[config.mk]
export PLATFORM = sky130hd
export DESIGN_NAME = rr_grant_arbiter_flat
export DESIGN_NICKNAME = d
export VERILOG_FILES = /design/src/rtl/arb_pkg.sv /design/src/rtl/rr_grant_arbiter_if.sv /design/src/rtl/rr_pick.sv /design/src/rtl/rr_grant_arbiter.sv /design/src/flat_wrapper.sv
export SDC_FILE = /design/constraint.sdc
export NUM_CORES = 1
export LEC_CHECK = 0
export ABC_AREA = 1
export ABC_CLOCK_PERIOD_IN_PS = 1000
export BUFFER_PORTS_ARGS = -buffer_cell sky130_fd_sc_hd__buf_2
export CORE_AREA = 2 2 39 41
export CTS_BUF_LIST = sky130_fd_sc_hd__clkbuf_2
export CTS_CLUSTER_SIZE = 20
export DETAILED_ROUTE_END_ITERATION = 12
export DIE_AREA = 0 0 41 43
export PLACE_DENSITY = 0.45
export SYNTH_ARGS = -nofsm -noshare
export SYNTH_HDL_FRONTEND = slang
export SYNTH_SLANG_ARGS = --single-unit
[constraint.sdc]
create_clock -name clk -period 1 [get_ports clk]
set_clock_uncertainty 0.2 [all_clocks]
set_input_delay 0.2 -clock clk [delete_from_list [all_inputs] [get_ports clk]]
set_output_delay 0.2 -clock clk [all_outputs]
set_load 0.005 [all_outputs]
[src/rtl/arb_pkg.sv]
// Shared types and defaults for the round-robin grant arbiter.
// Optional feature macro: ARB_HOLD_LIMIT_EN (forced handover after MAX_HOLD cycles).
package arb_pkg;

    // Default number of requesters (width of request and grant).
    localparam int N_REQ_DEF = 2;

    // Default consecutive-grant limit, only meaningful with ARB_HOLD_LIMIT_EN.
    localparam int MAX_HOLD_DEF = 8;

    // Arbiter state: IDLE means grant is all-zero, BUSY means exactly one bit set.
    typedef enum logic {
        ARB_IDLE = 1'b0,
        ARB_BUSY = 1'b1
    } arb_state_e;

    // Request/grant vector for the default configuration.
    typedef logic [N_REQ_DEF-1:0] req_vec_t;

    // Width of an owner index; a single requester still needs one bit.
    function automatic int id_width(input int n);
        return (n > 1) ? $clog2(n) : 1;
    endfunction

endpackage

[src/rtl/rr_grant_arbiter_if.sv]
// Request/grant interface between requesters (test side) and the arbiter.
// Handshake: request[i] is a level held by requester i for as long as it wants
// the resource; grant[i] is a registered level meaning requester i owns it.
// Ownership ends when the owner drops request[i]; the arbiter observes that at
// the next rising edge. grant is always one-hot or all-zero, busy == |grant,
// and grant_id is the owner index (0 when nobody owns the resource).
interface rr_grant_arbiter_if
    import arb_pkg::*;
#(
    parameter int N_REQ = N_REQ_DEF
) ();

    localparam int ID_W = id_width(N_REQ);

    logic [N_REQ-1:0] request;
    logic [N_REQ-1:0] grant;
    logic [ID_W-1:0]  grant_id;
    logic             busy;

    // Requester / test side: drives requests, watches grants.
    modport master (
        output request,
        input  grant,
        input  grant_id,
        input  busy
    );

    // Arbiter side: consumes requests, produces grants.
    modport slave (
        input  request,
        output grant,
        output grant_id,
        output busy
    );

endinterface

[src/rtl/rr_pick.sv]
// Combinational round-robin picker: first set request bit at or above ptr,
// wrapping around to the lowest set bit below ptr.
module rr_pick
    import arb_pkg::*;
#(
    parameter  int N_REQ = N_REQ_DEF,
    localparam int ID_W  = id_width(N_REQ)
) (
    input  logic [N_REQ-1:0] req,
    input  logic [ID_W-1:0]  ptr,
    output logic [N_REQ-1:0] pick_oh,
    output logic [ID_W-1:0]  pick_idx,
    output logic             pick_any
);

    // Search: the wrap candidate (lowest set bit) is overridden by the lowest
    // set bit at or above ptr when one exists.
    always_comb begin
        int sel;
        sel      = 0;
        pick_any = 1'b0;
        pick_oh  = '0;
        for (int i = N_REQ - 1; i >= 0; i--) begin
            if (req[i]) begin
                sel      = i;
                pick_any = 1'b1;
            end
        end
        for (int i = N_REQ - 1; i >= 0; i--) begin
            if (req[i] && (i >= int'(ptr))) begin
                sel = i;
            end
        end
        pick_idx = ID_W'(sel);
        for (int i = 0; i < N_REQ; i++) begin
            pick_oh[i] = pick_any && (i == sel);
        end
    end

endmodule

[src/rtl/rr_grant_arbiter.sv]
// Round-robin arbiter with registered one-hot grant.
// The owner keeps the grant while it requests; on release the next requester
// (searching upward from the rotating pointer) takes over at the same edge.
// Optional feature macro: ARB_HOLD_LIMIT_EN -- after MAX_HOLD consecutive grant
// cycles the owner is forced to hand over if anybody else is waiting.
module rr_grant_arbiter
    import arb_pkg::*;
#(
    parameter  int N_REQ    = N_REQ_DEF,
    parameter  int MAX_HOLD = MAX_HOLD_DEF,
    localparam int ID_W     = id_width(N_REQ),
    localparam int HOLD_W   = $clog2(MAX_HOLD + 1)
) (
    input  logic                clk,
    input  logic                rst,
    rr_grant_arbiter_if.slave   bus,
    output arb_state_e          dbg_state,
    output logic [ID_W-1:0]     dbg_ptr,
    output logic [HOLD_W-1:0]   dbg_hold
);

    arb_state_e       state_q;
    logic [N_REQ-1:0] grant_q;
    logic [ID_W-1:0]  gid_q;
    logic             busy_q;
    logic [ID_W-1:0]  ptr_q;

    logic [N_REQ-1:0] others;
    logic [N_REQ-1:0] pick_oh;
    logic [ID_W-1:0]  pick_idx;
    logic             pick_any;
    logic [ID_W-1:0]  next_ptr;
    logic             owner_req;
    logic             force_ho;
    logic             keep;

    // Only non-owners compete; while busy, ptr already sits at owner+1 so the
    // search naturally visits the owner last.
    assign others    = bus.request & ~grant_q;
    assign owner_req = |(bus.request & grant_q);

    rr_pick #(
        .N_REQ (N_REQ)
    ) u_pick (
        .req      (others),
        .ptr      (ptr_q),
        .pick_oh  (pick_oh),
        .pick_idx (pick_idx),
        .pick_any (pick_any)
    );

    // Pointer moves one past the newly granted requester, wrapping to 0.
    assign next_ptr = (pick_idx == ID_W'(N_REQ - 1)) ? '0 : pick_idx + ID_W'(1);

`ifdef ARB_HOLD_LIMIT_EN
    logic [HOLD_W-1:0] hold_q;

    // Forced handover only when the owner is saturated and someone else waits.
    assign force_ho = (hold_q == HOLD_W'(MAX_HOLD)) && pick_any;

    // Consecutive-grant counter: 1 on a new grant, saturating while held.
    always_ff @(posedge clk) begin
        if (rst) begin
            hold_q <= '0;
        end else if (keep) begin
            if (hold_q != HOLD_W'(MAX_HOLD)) begin
                hold_q <= hold_q + HOLD_W'(1);
            end
        end else if (pick_any) begin
            hold_q <= HOLD_W'(1);
        end else begin
            hold_q <= '0;
        end
    end

    assign dbg_hold = hold_q;
`else
    assign force_ho = 1'b0;
    assign dbg_hold = '0;
`endif

    // Owner retains the grant while it still requests and is not being evicted.
    assign keep = (state_q == ARB_BUSY) && owner_req && !force_ho;

    // Arbitration FSM with registered grant, owner index and busy flag.
    always_ff @(posedge clk) begin
        if (rst) begin
            state_q <= ARB_IDLE;
            grant_q <= '0;
            gid_q   <= '0;
            busy_q  <= 1'b0;
            ptr_q   <= '0;
        end else if (keep) begin
            state_q <= ARB_BUSY;
        end else if (pick_any) begin
            state_q <= ARB_BUSY;
            grant_q <= pick_oh;
            gid_q   <= pick_idx;
            busy_q  <= 1'b1;
            ptr_q   <= next_ptr;
        end else begin
            state_q <= ARB_IDLE;
            grant_q <= '0;
            gid_q   <= '0;
            busy_q  <= 1'b0;
        end
    end

    assign bus.grant    = grant_q;
    assign bus.grant_id = gid_q;
    assign bus.busy     = busy_q;
    assign dbg_state    = state_q;
    assign dbg_ptr      = ptr_q;

endmodule
[src/flat_wrapper.sv]
// flat-port wrapper written by rule: the top's interface ports become plain ports
module rr_grant_arbiter_flat import arb_pkg::*;
#(
    parameter  int N_REQ    = N_REQ_DEF,
    parameter  int MAX_HOLD = MAX_HOLD_DEF,
    localparam int ID_W     = id_width(N_REQ),
    localparam int HOLD_W   = $clog2(MAX_HOLD + 1)
)
  (clk, rst, dbg_state, dbg_ptr, dbg_hold, bus_request, bus_grant, bus_grant_id, bus_busy);
  rr_grant_arbiter_if #(.N_REQ(N_REQ)) bus_i ();
  input  logic clk;
  input  logic rst;
  output arb_state_e dbg_state;
  output logic [ID_W-1:0] dbg_ptr;
  output logic [HOLD_W-1:0] dbg_hold;
  input wire logic [$bits(bus_i.request)-1:0] bus_request;
  output wire logic [$bits(bus_i.grant)-1:0] bus_grant;
  output wire logic [$bits(bus_i.grant_id)-1:0] bus_grant_id;
  output wire logic [$bits(bus_i.busy)-1:0] bus_busy;
  assign bus_i.request = bus_request;
  assign bus_grant = bus_i.grant;
  assign bus_grant_id = bus_i.grant_id;
  assign bus_busy = bus_i.busy;
  rr_grant_arbiter #(.N_REQ(N_REQ), .MAX_HOLD(MAX_HOLD)) u_core (.clk(clk), .rst(rst), .bus(bus_i), .dbg_state(dbg_state), .dbg_ptr(dbg_ptr), .dbg_hold(dbg_hold));
endmodule
==> results of run 1 <==
==> metrics by stage <==
step | cells | power, mW
global placement | 62 | 0.385
detailed placement | 62 | 0.384
floorplan | 39 | 0.337
finish | 73 | 0.725
CTS | 71 | 0.695
global route | 73 | 0.774
==> power by group through the flow <==
stage | clock [mW] | sequential, mW | combinational [mW]
after floorplan | 0 | 0.247 | 0.0901
after global placement | 0 | 0.242 | 0.143
after detailed placement | 0 | 0.242 | 0.143
after CTS | 0.209 | 0.241 | 0.246
after global routing | 0.220 | 0.243 | 0.311
final | 0.194 | 0.241 | 0.290
==> state kept, by name, summed over array words and instances, names as in the netlist <==
name	cells
u_core.dbg_state	1
u_core.bus.busy	1
u_core.bus.grant_id	1
u_core.bus.grant	1
u_core.dbg_ptr	1
==> placed cells by master (no fill, tap or decap), drive strengths merged <==
cell type	Yosys	final
dfxtp	5	5
o21bai	1	1
inv	5	5
a31oi	1	1
conb	1	4
clkbuf	0	4
buf	5	19
a21oi	4	4
nand3	2	2
nand2	12	12
==> layer usage <==
| layer | wire length, um | up-vias | GRT usage |
|---|---|---|---|
| met3 | 63 | 0 | 0.0785 |
| met4 | 0 | 0 | 0.0400 |
| met1 | 244 | 138 | 0.0839 |
| li1 | - | 143 | - |
| met5 | 0 | - | 0 |
| met2 | 434 | 11 | 0.141 |
==> worst reg2reg max path: stages, from the launching register on <==
cell and delay [ns]:
dfxtp_2 0.34, buf_6 0.11, nand2_4 0.05, nand2_4 0.08, nand2_8 0.08, inv_4 0.07, nand2_2 0.05, a21oi_2 0.12
==> repair_timing <==
| item | 4_1_cts | 5_1_grt |
|---|---|---|
| gates resized for setup | 24 | 8 |
| pin swaps | 6 | 7 |
| setup endpoints to repair | 10 | 11 |
| buffers inserted | 5 | 2 |
| hold endpoints to repair | 4 | 3 |
==> cells by family (layout without fill, tap and decap cells) <==
kind of cell	Yosys count	in the layout	synth area share
buffers and inverters	10	28	0.200
other	1	4	0.0133
AND/OR/NAND/NOR	14	14	0.284
flip-flops	5	5	0.356
AO/OA/AOI/OAI	6	6	0.147
==> worst min-delay path by stage <==
| stage | from | end | slack (ns) | cells after the start |
|---|---|---|---|---|
| final | rst | u_core.bus.grant[0] | 0.01 | 2 |
| after global routing | rst | u_core.bus.grant[0] | -0.02 | 2 |
| after detailed placement | rst | u_core.bus.grant[0] | 0.23 | 2 |
| after CTS | rst | u_core.bus.grant[0] | -0.03 | 2 |
| after global placement | rst | u_core.bus.grant[0] | 0.23 | 2 |
| after floorplan | rst | u_core.bus.grant[0] | 0.06 | 1 |
==> layout make-up <==
cell class / count / area, um2 / share of cell area
multi-input combinational: 24 / 201 / 0.372
sequential: 5 / 106 / 0.196
inverter: 5 / 23.8 / 0.0439
tap: 16 / 20.0 / 0.0370
clock buffer: 4 / 20.0 / 0.0370
timing repair buffer: 19 / 170 / 0.314
==> qor.yml, run 1 <==
status: "complete, but fails checks"
violations: "setup timing"
startpoint_type: "flip-flop"
cts_tree: "yes"
post-route-util: 0.392
num_vias: 292
synth_edf_count: 0
antenna-diode-count: 0
yosys_warnings: 0
routed_wl_um: 741
dieHeight_um: 43
placed_cell_area_um2: 345
reg2reg_depth: 7
yosysSeqAreaShare: 0.356
drt_iter0_drc: 2
regToRegSetupSlack_ns: -0.16
syn_to_final_growth_pct: 92.4
grt_use_total: 0.0925
grt_pass1_vias: 272
switching_share: 0.325
clk_latency_ns: 0.22
p_clk_frac: 0.268
yosys_most_used_dff: "dfxtp_1"
drv_slew: 0
hold_path_class: "in -> reg"
antenna_found_initial: 0
std_cell_rows: 14
yosys-top-cells-area: "dfxtp_1 36%, buf_4 13%, nand2_2 11%"
p_comb_frac: 0.399
power_switching_uw: 236
dr.pass1.iters: 3
grt_pass1_wl_mm: 1.01
p_int_uw: 489
cap_violations: 0
wl_per_cell_um: 10.2
required_ns: 0.60
fin_area_um2: 542
path_cells: "buf_6 > buf_6"
cts_num_sinks: 5
ys_async_sr_fraction: 0
yosysMostFrequentCell: "nand2_1"
p_seq_frac: 0.333
r2r_end: "u_core.bus.busy"
end_kind: "primary output"
whs_ns: 0.0113
nFillCells: 155
netlist_area_um2: 282
cp.depth: 2
final_period_minus_worst_setup_slack_ns: 1.16
cts.clk_slew.worst_paths_ns: 0.06
place.gp.congestion: 0.665
avgSynthCellArea_um2: 7.82
grt_start_max_net_pins: 7
cp_top_family: "flip-flops"
ys_seq_elements: 5
synth.distinct_cells: 14
core-area_mm2: 0.00138
ioPinCount: 14
antenna_left: 0
fmax_mhz: 859
place_ws_ns: -0.0662
die_x_um: 41
timing.critical_path.buf_inv: 2
avgViaCountPerCell: 4.00
setup_viol: 11
crit_path_end: "bus_grant_id"
initial_utilization: 0.203
leakage_nw: 0.267
yosysTopAreaCellShare: 0.356
nNetsFinal: 62
crit_path_start: "u_core.bus.grant_id"
htreeDepth: 1
fin_ws_ns: -0.165
p_per_area_mw_per_mm2: 1340
regToRegStartpoint: "u_core.bus.grant_id"
critical_path.slowest_cell: "dfxtp_2"
cts_buffers: 3
clk_path_buf_depth: 2
io_buffers: 9
synth_area_leader_cell: "dfxtp_1"
grt_setup_unrepaired: "true"
grt_overflow: 0
criticalPathCategory: "reg -> out"
fin_crit_sh: 1.16
crit_fanout: 3
synth_commonest_cells: "6 x nand2_1, 5 x buf_4, 5 x dfxtp_1, 5 x nand2_2, 4 x inv_1"
root_buffer: "clkbuf_2"
critical-path-max-stage-delay_ns: 0.33
cp_common_cell: "buf_6"
crit_arrival_ns: 0.76
synth_cells: 36
vdd_ir_drop_max_mv: 0.864
dieArea_mm2: 0.00176
layout-drive-gt1-share: 0.825
drc_errors: 0
setup_tns_ns: -1.40
hold_violations: 0
(Power assumes the default switching activity.)
==> inputs of run 2 (changes only) <==
--- a/config.mk
+++ b/config.mk
@@ -5,15 +5,16 @@
 export SDC_FILE = /design/constraint.sdc
 export NUM_CORES = 1
 export LEC_CHECK = 0
-export ABC_AREA = 1
+export ABC_AREA = 0
 export ABC_CLOCK_PERIOD_IN_PS = 1000
 export BUFFER_PORTS_ARGS = -buffer_cell sky130_fd_sc_hd__buf_2
 export CORE_AREA = 2 2 39 41
 export CTS_BUF_LIST = sky130_fd_sc_hd__clkbuf_2
+export CTS_CLUSTER_DIAMETER = 100
 export CTS_CLUSTER_SIZE = 20
 export DETAILED_ROUTE_END_ITERATION = 12
 export DIE_AREA = 0 0 41 43
-export PLACE_DENSITY = 0.45
+export PLACE_DENSITY = 0.46
 export SYNTH_ARGS = -nofsm -noshare
 export SYNTH_HDL_FRONTEND = slang
 export SYNTH_SLANG_ARGS = --single-unit
==> run 2 against run 1 <==
Against the previous run: the run ends with hold timing, setup timing left; first-iteration DRC count rose to 6.5 times the previous value; fmax is 3.6% lower; total power decreased by 17%; global-route usage rose by 1.8 points; sequential share of layout area rose by 4.3 points; via count is 11% higher; wire length up 0.40%; combinational power down 41%; design area shrank 12%; sequential power about the same; worst hold slack got worse by 0.017 ns; critical path type is now reg -> reg.
==> qor.yml, run 2 <==
violations: "hold timing, setup timing"  # was setup timing
dr.pass1.iters: 2  # was 3
fin_area_um2: 475  # was 542 um2
fin_crit_sh: 1.21  # was 1.16
die_x_um: 41  # unchanged
dieArea_mm2: 0.00176  # unchanged
core-area_mm2: 0.00138  # unchanged
nNetsFinal: 59  # was 62
cts_tree: "yes"  # unchanged
num_vias: 324  # was 292
synth_compound_area_frac: 0.293  # was 0.147
cts_buffers: 3  # unchanged
yosysTopAreaCellShare: 0.335  # was 0.356
hold_violations: 2  # was 0
grt_setup_unrepaired: "true"  # unchanged
layout-drive-gt1-share: 0.556  # was 0.825
use_met2: 0.138  # was 0.141
met3_usage: 0.0314  # was 0.0785
synth_edf_count: 0  # unchanged
wl_per_cell_um: 10.6  # was 10.2 um
drc_errors: 0  # unchanged
nFillCells: 150  # was 155
hold_path_class: "in -> reg"  # unchanged
synthXorXnorAreaFrac: 0  # unchanged
io_buffers: 9  # unchanged
std_cell_rows: 14  # unchanged
status: "complete, but fails checks"  # unchanged
netlist_area_um2: 299  # was 282 um2
avgSynthCellArea_um2: 8.31  # was 7.82 um2
antenna_left: 0  # unchanged
criticalPathCategory: "reg -> reg"  # was reg -> out
final_period_minus_worst_setup_slack_ns: 1.21  # was 1.16 ns
end_kind: "flip-flop"  # was primary output
ys_seq_elements: 5  # unchanged
placed_cell_area_um2: 380  # was 345 um2
yosys_most_used_dff: "dfxtp_1"  # unchanged
dieHeight_um: 43  # unchanged
synth_commonest_cells: "5 x buf_4, 5 x dfxtp_1, 4 x a31oi_1"  # was 6 x nand2_1, 5 x buf_4, 5 x dfxtp_1, 5 x nand2_2, 4 x inv_1
setup_viol: 10  # was 11
whs_ns: -0.00556  # was 0.0113 ns
ioPinCount: 14  # unchanged
synthAdderAreaFrac: 0  # unchanged
grt_start_max_net_pins: 10  # was 7
post-route-util: 0.344  # was 0.392
critical-path-max-stage-delay_ns: 0.36  # was 0.33 ns
routed_wl_um: 744  # was 741 um
cts.clk_slew.worst_paths_ns: 0.07  # was 0.06 ns
critical_path.slowest_cell: "dfxtp_4"  # was dfxtp_2
syn_to_final_growth_pct: 59.0  # was 92.4%
clk_path_buf_depth: 2  # unchanged
htreeDepth: 1  # unchanged
leakage_nw: 0.212  # was 0.267 nW
synth_cells: 36  # unchanged
yosysSeqAreaShare: 0.335  # was 0.356
antenna_found_initial: 0  # unchanged
cap_violations: 0  # unchanged
final_cell_mix: "6 x buf_2, 6 x buf_6, 5 x buf_4"  # was 10 x buf_6, 6 x nand2_4, 5 x buf_4, 5 x dfxtp_2
antenna-diode-count: 0  # unchanged
synthMuxAreaShare: 0  # unchanged
synthSimpleGateAreaFrac: 0.205  # was 0.284
ys_async_sr_fraction: 0  # unchanged
grt_overflow: 0  # unchanged
place.gp.congestion: 0.722  # was 0.665
synth.distinct_cells: 20  # was 14
dp.final_hpwl_um: 517
yosys_warnings: 0  # unchanged
avgViaCountPerCell: 4.63  # was 4.00
gr-max-usage-layer: "met4"  # was met2
root_buffer: "clkbuf_2"  # unchanged
use_met1: 0.125  # was 0.0839
clk_latency_ns: 0.22  # about the same
startpoint_type: "flip-flop"  # unchanged
crit_arrival_ns: 1.12  # was 0.76 ns
path_cells: "nand2b_4 > a21o_1 > a311oi_1"  # was buf_6 > buf_6
synth_top_family_by_area: "compound AO/OA/AOI/OAI gates"  # was simple AND/OR/NAND/NOR gates
fmax_mhz: 828  # was 859 MHz
drv_slew: 0  # unchanged
fin_ws_ns: -0.208  # was -0.165 ns
grt_use_total: 0.110  # was 0.0925
yosys-top-cells-area: "dfxtp_1 33%, buf_4 13%, a31oi_1 8.4%"  # was dfxtp_1 36%, buf_4 13%, nand2_2 11%
vdd_ir_drop_max_mv: 0.345  # was 0.864 mV
required_ns: 0.91  # was 0.60 ns
initial_utilization: 0.216  # was 0.203
p_per_area_mw_per_mm2: 1270  # was 1340 mW/mm2
cts_num_sinks: 5  # unchanged
grt_pass1_vias: 269  # was 272
drt_iter0_drc: 13  # was 2
grt_pass1_wl_mm: 1.21  # was 1.01 mm
crit_fanout: 6  # was 3
synth_area_leader_cell: "dfxtp_1"  # unchanged
## run 2: cell types whose count changed in the layout (fill, tap and decap cells not counted), sizes merged, moves of 2 or more
cell / previous run / this run
inv: 5 / 1
a31oi: 1 / 4
nand2: 12 / 2
o21ai: 0 / 3
nand2b: 0 / 3
nand3: 2 / 0
buf: 19 / 17
a21oi: 4 / 1
## run 2: logic make-up (layout without fill, tap and decap cells)
| logic type | Yosys count | after routing |
|---|---|---|
| AO/OA/AOI/OAI | 13 | 13 |
| AND/OR/NAND/NOR | 10 | 10 |
| buffers and inverters | 7 | 22 |
| flip-flops | 5 | 5 |
| other | 1 | 4 |
## run 2: final timing paths
path / start / endpoint / slack (ns) / cells after the start
setup / recovery: u_core.bus.grant_id / u_core.dbg_ptr / -0.21 / 3
setup reg to reg: u_core.bus.grant_id / u_core.dbg_ptr / -0.21 / 3
hold reg to reg: u_core.bus.busy / u_core.bus.busy / 0.27 / 1
hold / removal: rst / u_core.dbg_state / -0.006 / 2
## run 2: layout make-up
class | count | area, um2 | share of cell area
sequential | 5 | 114 | 0.239
multi-input combinational | 27 | 183 | 0.384
clock buffer | 4 | 20.0 | 0.0421
tap | 16 | 20.0 | 0.0421
inverter | 1 | 3.75 | 0.00789
timing repair buffer | 17 | 135 | 0.284
## run 2: timing repair
item,4_1_cts,5_1_grt
buffers inserted,2,0
endpoints found under the setup margin,11,11
gates resized for setup,13,3
endpoints found under the hold margin,2,2
pin swaps,3,1
## run 2: layer usage
| metal | wire [um] | share of wire | vias up |
|---|---|---|---|
| met2 | 353 | 0.47 | 12 |
| met1 | 330 | 0.44 | 149 |
| met4 | 27 | 0.036 | 0 |
| li1 | - | - | 161 |
| met3 | 33 | 0.044 | 2 |
| met5 | 0 | 0 | - |
## run 2: critical path: cells and delay by family (launching register included)
kind               cells  cell delay [ns]
and+or+nand+nor        1             0.14
DFF                    1             0.36
AOI/OAI and AO/OA      2             0.40
## run 2: power breakdown
group | switching, mW | internal, mW
Combinational | 0.0713 | 0.0994
Clock | 0.0857 | 0.106
Sequential | 0.0214 | 0.219
Total | 0.178 | 0.425
## run 2: through the flow
step / worst slack (ns) / total power, mW / TNS [ns] / hold WS, ns / cells
2_1_floorplan: -0.171 / 0.324 / -0.551 / 0.0620 / 39
3_3_place_gp: -0.224 / 0.374 / -0.840 / 0.217 / 64
3_5_place_dp: -0.215 / 0.373 / -0.808 / 0.212 / 64
4_1_cts: -0.214 / 0.600 / -1.53 / -0.0377 / 70
5_1_grt: -0.262 / 0.654 / -1.99 / -0.0234 / 70
6_report: -0.208 / 0.603 / -1.43 / -0.00556 / 70
==> inputs of run 3 (changes only) <==
--- a/config.mk
+++ b/config.mk
@@ -8,13 +8,15 @@
 export ABC_AREA = 0
 export ABC_CLOCK_PERIOD_IN_PS = 1000
 export BUFFER_PORTS_ARGS = -buffer_cell sky130_fd_sc_hd__buf_2
+export CELL_PAD_IN_SITES_DETAIL_PLACEMENT = 0
+export CELL_PAD_IN_SITES_GLOBAL_PLACEMENT = 1
 export CORE_AREA = 2 2 39 41
 export CTS_BUF_LIST = sky130_fd_sc_hd__clkbuf_2
 export CTS_CLUSTER_DIAMETER = 100
 export CTS_CLUSTER_SIZE = 20
 export DETAILED_ROUTE_END_ITERATION = 12
 export DIE_AREA = 0 0 41 43
-export PLACE_DENSITY = 0.46
+export PLACE_DENSITY = 0.61
 export SYNTH_ARGS = -nofsm -noshare
 export SYNTH_HDL_FRONTEND = slang
 export SYNTH_SLANG_ARGS = --single-unit
==> run 3 against run 2 <==
Against the previous run: the run ends with setup timing left; core utilization up 1.1 points; flip-flop and latch count unchanged; sequential share of layout area down 0.73 points; fmax down 1.1%; sequential power up 2%; final cell count down 1.4%; via count down 0.93%; global-route usage up 0.11 points; total power up 2.6%; critical path type is now reg -> out; critical endpoint is now bus_grant_id.
==> qor.yml, run 3 (synthesis results as in run 2) <==
cts.clk_slew.worst_paths_ns: 0.06  # was 0.07 ns
dieArea_mm2: 0.00176  # unchanged
syn_to_final_growth_pct: 64.0  # was 59.0%
placed_cell_area_um2: 388  # was 380 um2
grt_setup_unrepaired: "true"  # unchanged
wl_per_cell_um: 10.7  # was 10.6 um
fin_crit_sh: 1.22  # was 1.21
antenna_left: 0  # unchanged
clk_path_buf_depth: 2  # unchanged
layout-drive-gt1-share: 0.585  # was 0.556
io_buffers: 9  # unchanged
dp.final_hpwl_um: 544  # was 517 um
cp_top_family: "flip-flops"  # was compound AO/OA/AOI/OAI gates
critical_path.slowest_cell: "dfxtp_4"  # unchanged
grt_pass1_vias: 293  # was 269
crit_fanout: 8  # was 6
dieHeight_um: 43  # unchanged
hold_path_class: "in -> reg"  # unchanged
end_kind: "primary output"  # was flip-flop
cap_violations: 0  # unchanged
routed_wl_um: 740  # was 744 um
dr.pass1.iters: 4  # was 2
postCtsSetupBuffers: 0  # was 2
fin_ws_ns: -0.222  # was -0.208 ns
violations: "setup timing"  # was hold timing, setup timing
fmax_mhz: 819  # was 828 MHz
nNetsFinal: 58  # was 59
drc_errors: 0  # unchanged
setup_viol: 10  # unchanged
criticalPathCategory: "reg -> out"  # was reg -> reg
ioPinCount: 14  # unchanged
antenna_found_initial: 0  # unchanged
required_ns: 0.60  # was 0.91 ns
die_x_um: 41  # unchanged
grt_overflow: 0  # unchanged
final_period_minus_worst_setup_slack_ns: 1.22  # was 1.21 ns
htreeDepth: 1  # unchanged
status: "complete, but fails checks"  # unchanged
power.total_uw: 619  # was 603 uW
cts_buffers: 3  # unchanged
grt_pass1_wl_mm: 1.27  # was 1.21 mm
setup_tns_ns: -1.45  # was -1.43 ns
avgViaCountPerCell: 4.65  # was 4.63
cts_tree: "yes"  # unchanged
timing.critical_path.buf_inv: 2  # was 0
p_per_area_mw_per_mm2: 1260  # was 1270 mW/mm2
antenna-diode-count: 0  # unchanged
path_cells: "buf_6 > buf_6"  # was nand2b_4 > a21o_1 > a311oi_1
grt_start_max_net_pins: 9  # was 10
hold_violations: 0  # was 2
nFillCells: 148  # was 150
num_vias: 321  # was 324
std_cell_rows: 14  # unchanged
startpoint_type: "flip-flop"  # unchanged
cts_num_sinks: 5  # unchanged
clk_latency_ns: 0.22  # about the same
final_cell_mix: "7 x buf_6, 5 x buf_4, 4 x conb_1, 4 x clkbuf_2, 4 x buf_2"  # was 6 x buf_2, 6 x buf_6, 5 x buf_4
root_buffer: "clkbuf_2"  # unchanged
cp_common_cell: "buf_6"
leakage_nw: 0.215  # was 0.212 nW
critical-path-max-stage-delay_ns: 0.37  # was 0.36 ns
core-area_mm2: 0.00138  # unchanged
post-route-util: 0.354  # was 0.344
drt_iter0_drc: 8  # was 13
fin_area_um2: 490  # was 475 um2
initial_utilization: 0.216  # unchanged
place.gp.congestion: 0.732  # was 0.722
crit_arrival_ns: 0.82  # was 1.12 ns
drv_slew: 0  # unchanged
vdd_ir_drop_max_mv: 0.878  # was 0.345 mV
grt_use_total: 0.111  # was 0.110
whs_ns: 0.0245  # was -0.00556 ns
layout_commonest_cell: "buf_6"
## run 3: changes by cell type in the layout (fill, tap and decap cells not counted)
| cell | before | now |
|---|---|---|
| nor2b_4 | 0 | 1 |
| o21ai_1 | 0 | 2 |
| buf_6 | 6 | 7 |
| nor2b_1 | 1 | 0 |
| a311oi_2 | 0 | 1 |
| a311oi_1 | 1 | 0 |
| o21ai_0 | 3 | 1 |
| buf_2 | 6 | 4 |
## run 3: final timing paths
path	startpoint	to	slack, ns	cells past startpoint
hold / removal	rst	u_core.dbg_state	0.02	2
setup reg to reg	u_core.bus.grant_id	u_core.dbg_ptr	-0.20	3
hold reg to reg	u_core.bus.busy	u_core.bus.busy	0.27	1
setup / recovery	u_core.bus.grant_id	bus_grant_id	-0.22	2
## run 3: area by class of cell
type | count | area (um2) | area share
Multi-Input combinational cell | 27 | 196 | 0.401
Sequential cell | 5 | 114 | 0.232
Timing Repair Buffer | 16 | 136 | 0.278
Tap cell | 16 | 20.0 | 0.0408
Clock buffer | 4 | 20.0 | 0.0408
Inverter | 1 | 3.75 | 0.00765
## run 3: routing by layer
| metal | global-route usage | share of wire | vias to the layer above |
|---|---|---|---|
| met5 | 0 | 0 | - |
| met4 | 0.0600 | 0.0081 | 0 |
| met3 | 0.0785 | 0.089 | 2 |
| met2 | 0.141 | 0.46 | 13 |
| met1 | 0.135 | 0.44 | 147 |
| li1 | - | - | 159 |
## run 3: worst register-to-register path: stages, from the launching register on
cell and delay, ns:
dfxtp_4 0.37, nand2b_1 0.16, a21o_1 0.17, a311oi_2 0.20
## run 3: timing repair
| item | CTS | global route |
|---|---|---|
| hold endpoints to repair | 1 | 0 |
| resized for setup | 15 | 6 |
| pin swaps | 2 | 1 |
| endpoints found under the setup margin | 11 | 11 |
## run 3: where the power goes
group	total [mW]	switching [mW]	internal, mW
registers	0.245	0.0254	0.219
clock network	0.192	0.0862	0.106
logic	0.182	0.0740	0.108
## run 3: metrics by stage
| step | std cells | worst slack, ns |
|---|---|---|
| final | 69 | -0.222 |
| after global routing | 69 | -0.274 |
| after CTS | 69 | -0.238 |
| after detailed placement | 65 | -0.266 |
| after global placement | 65 | -0.236 |
| after floorplan | 39 | -0.171 |
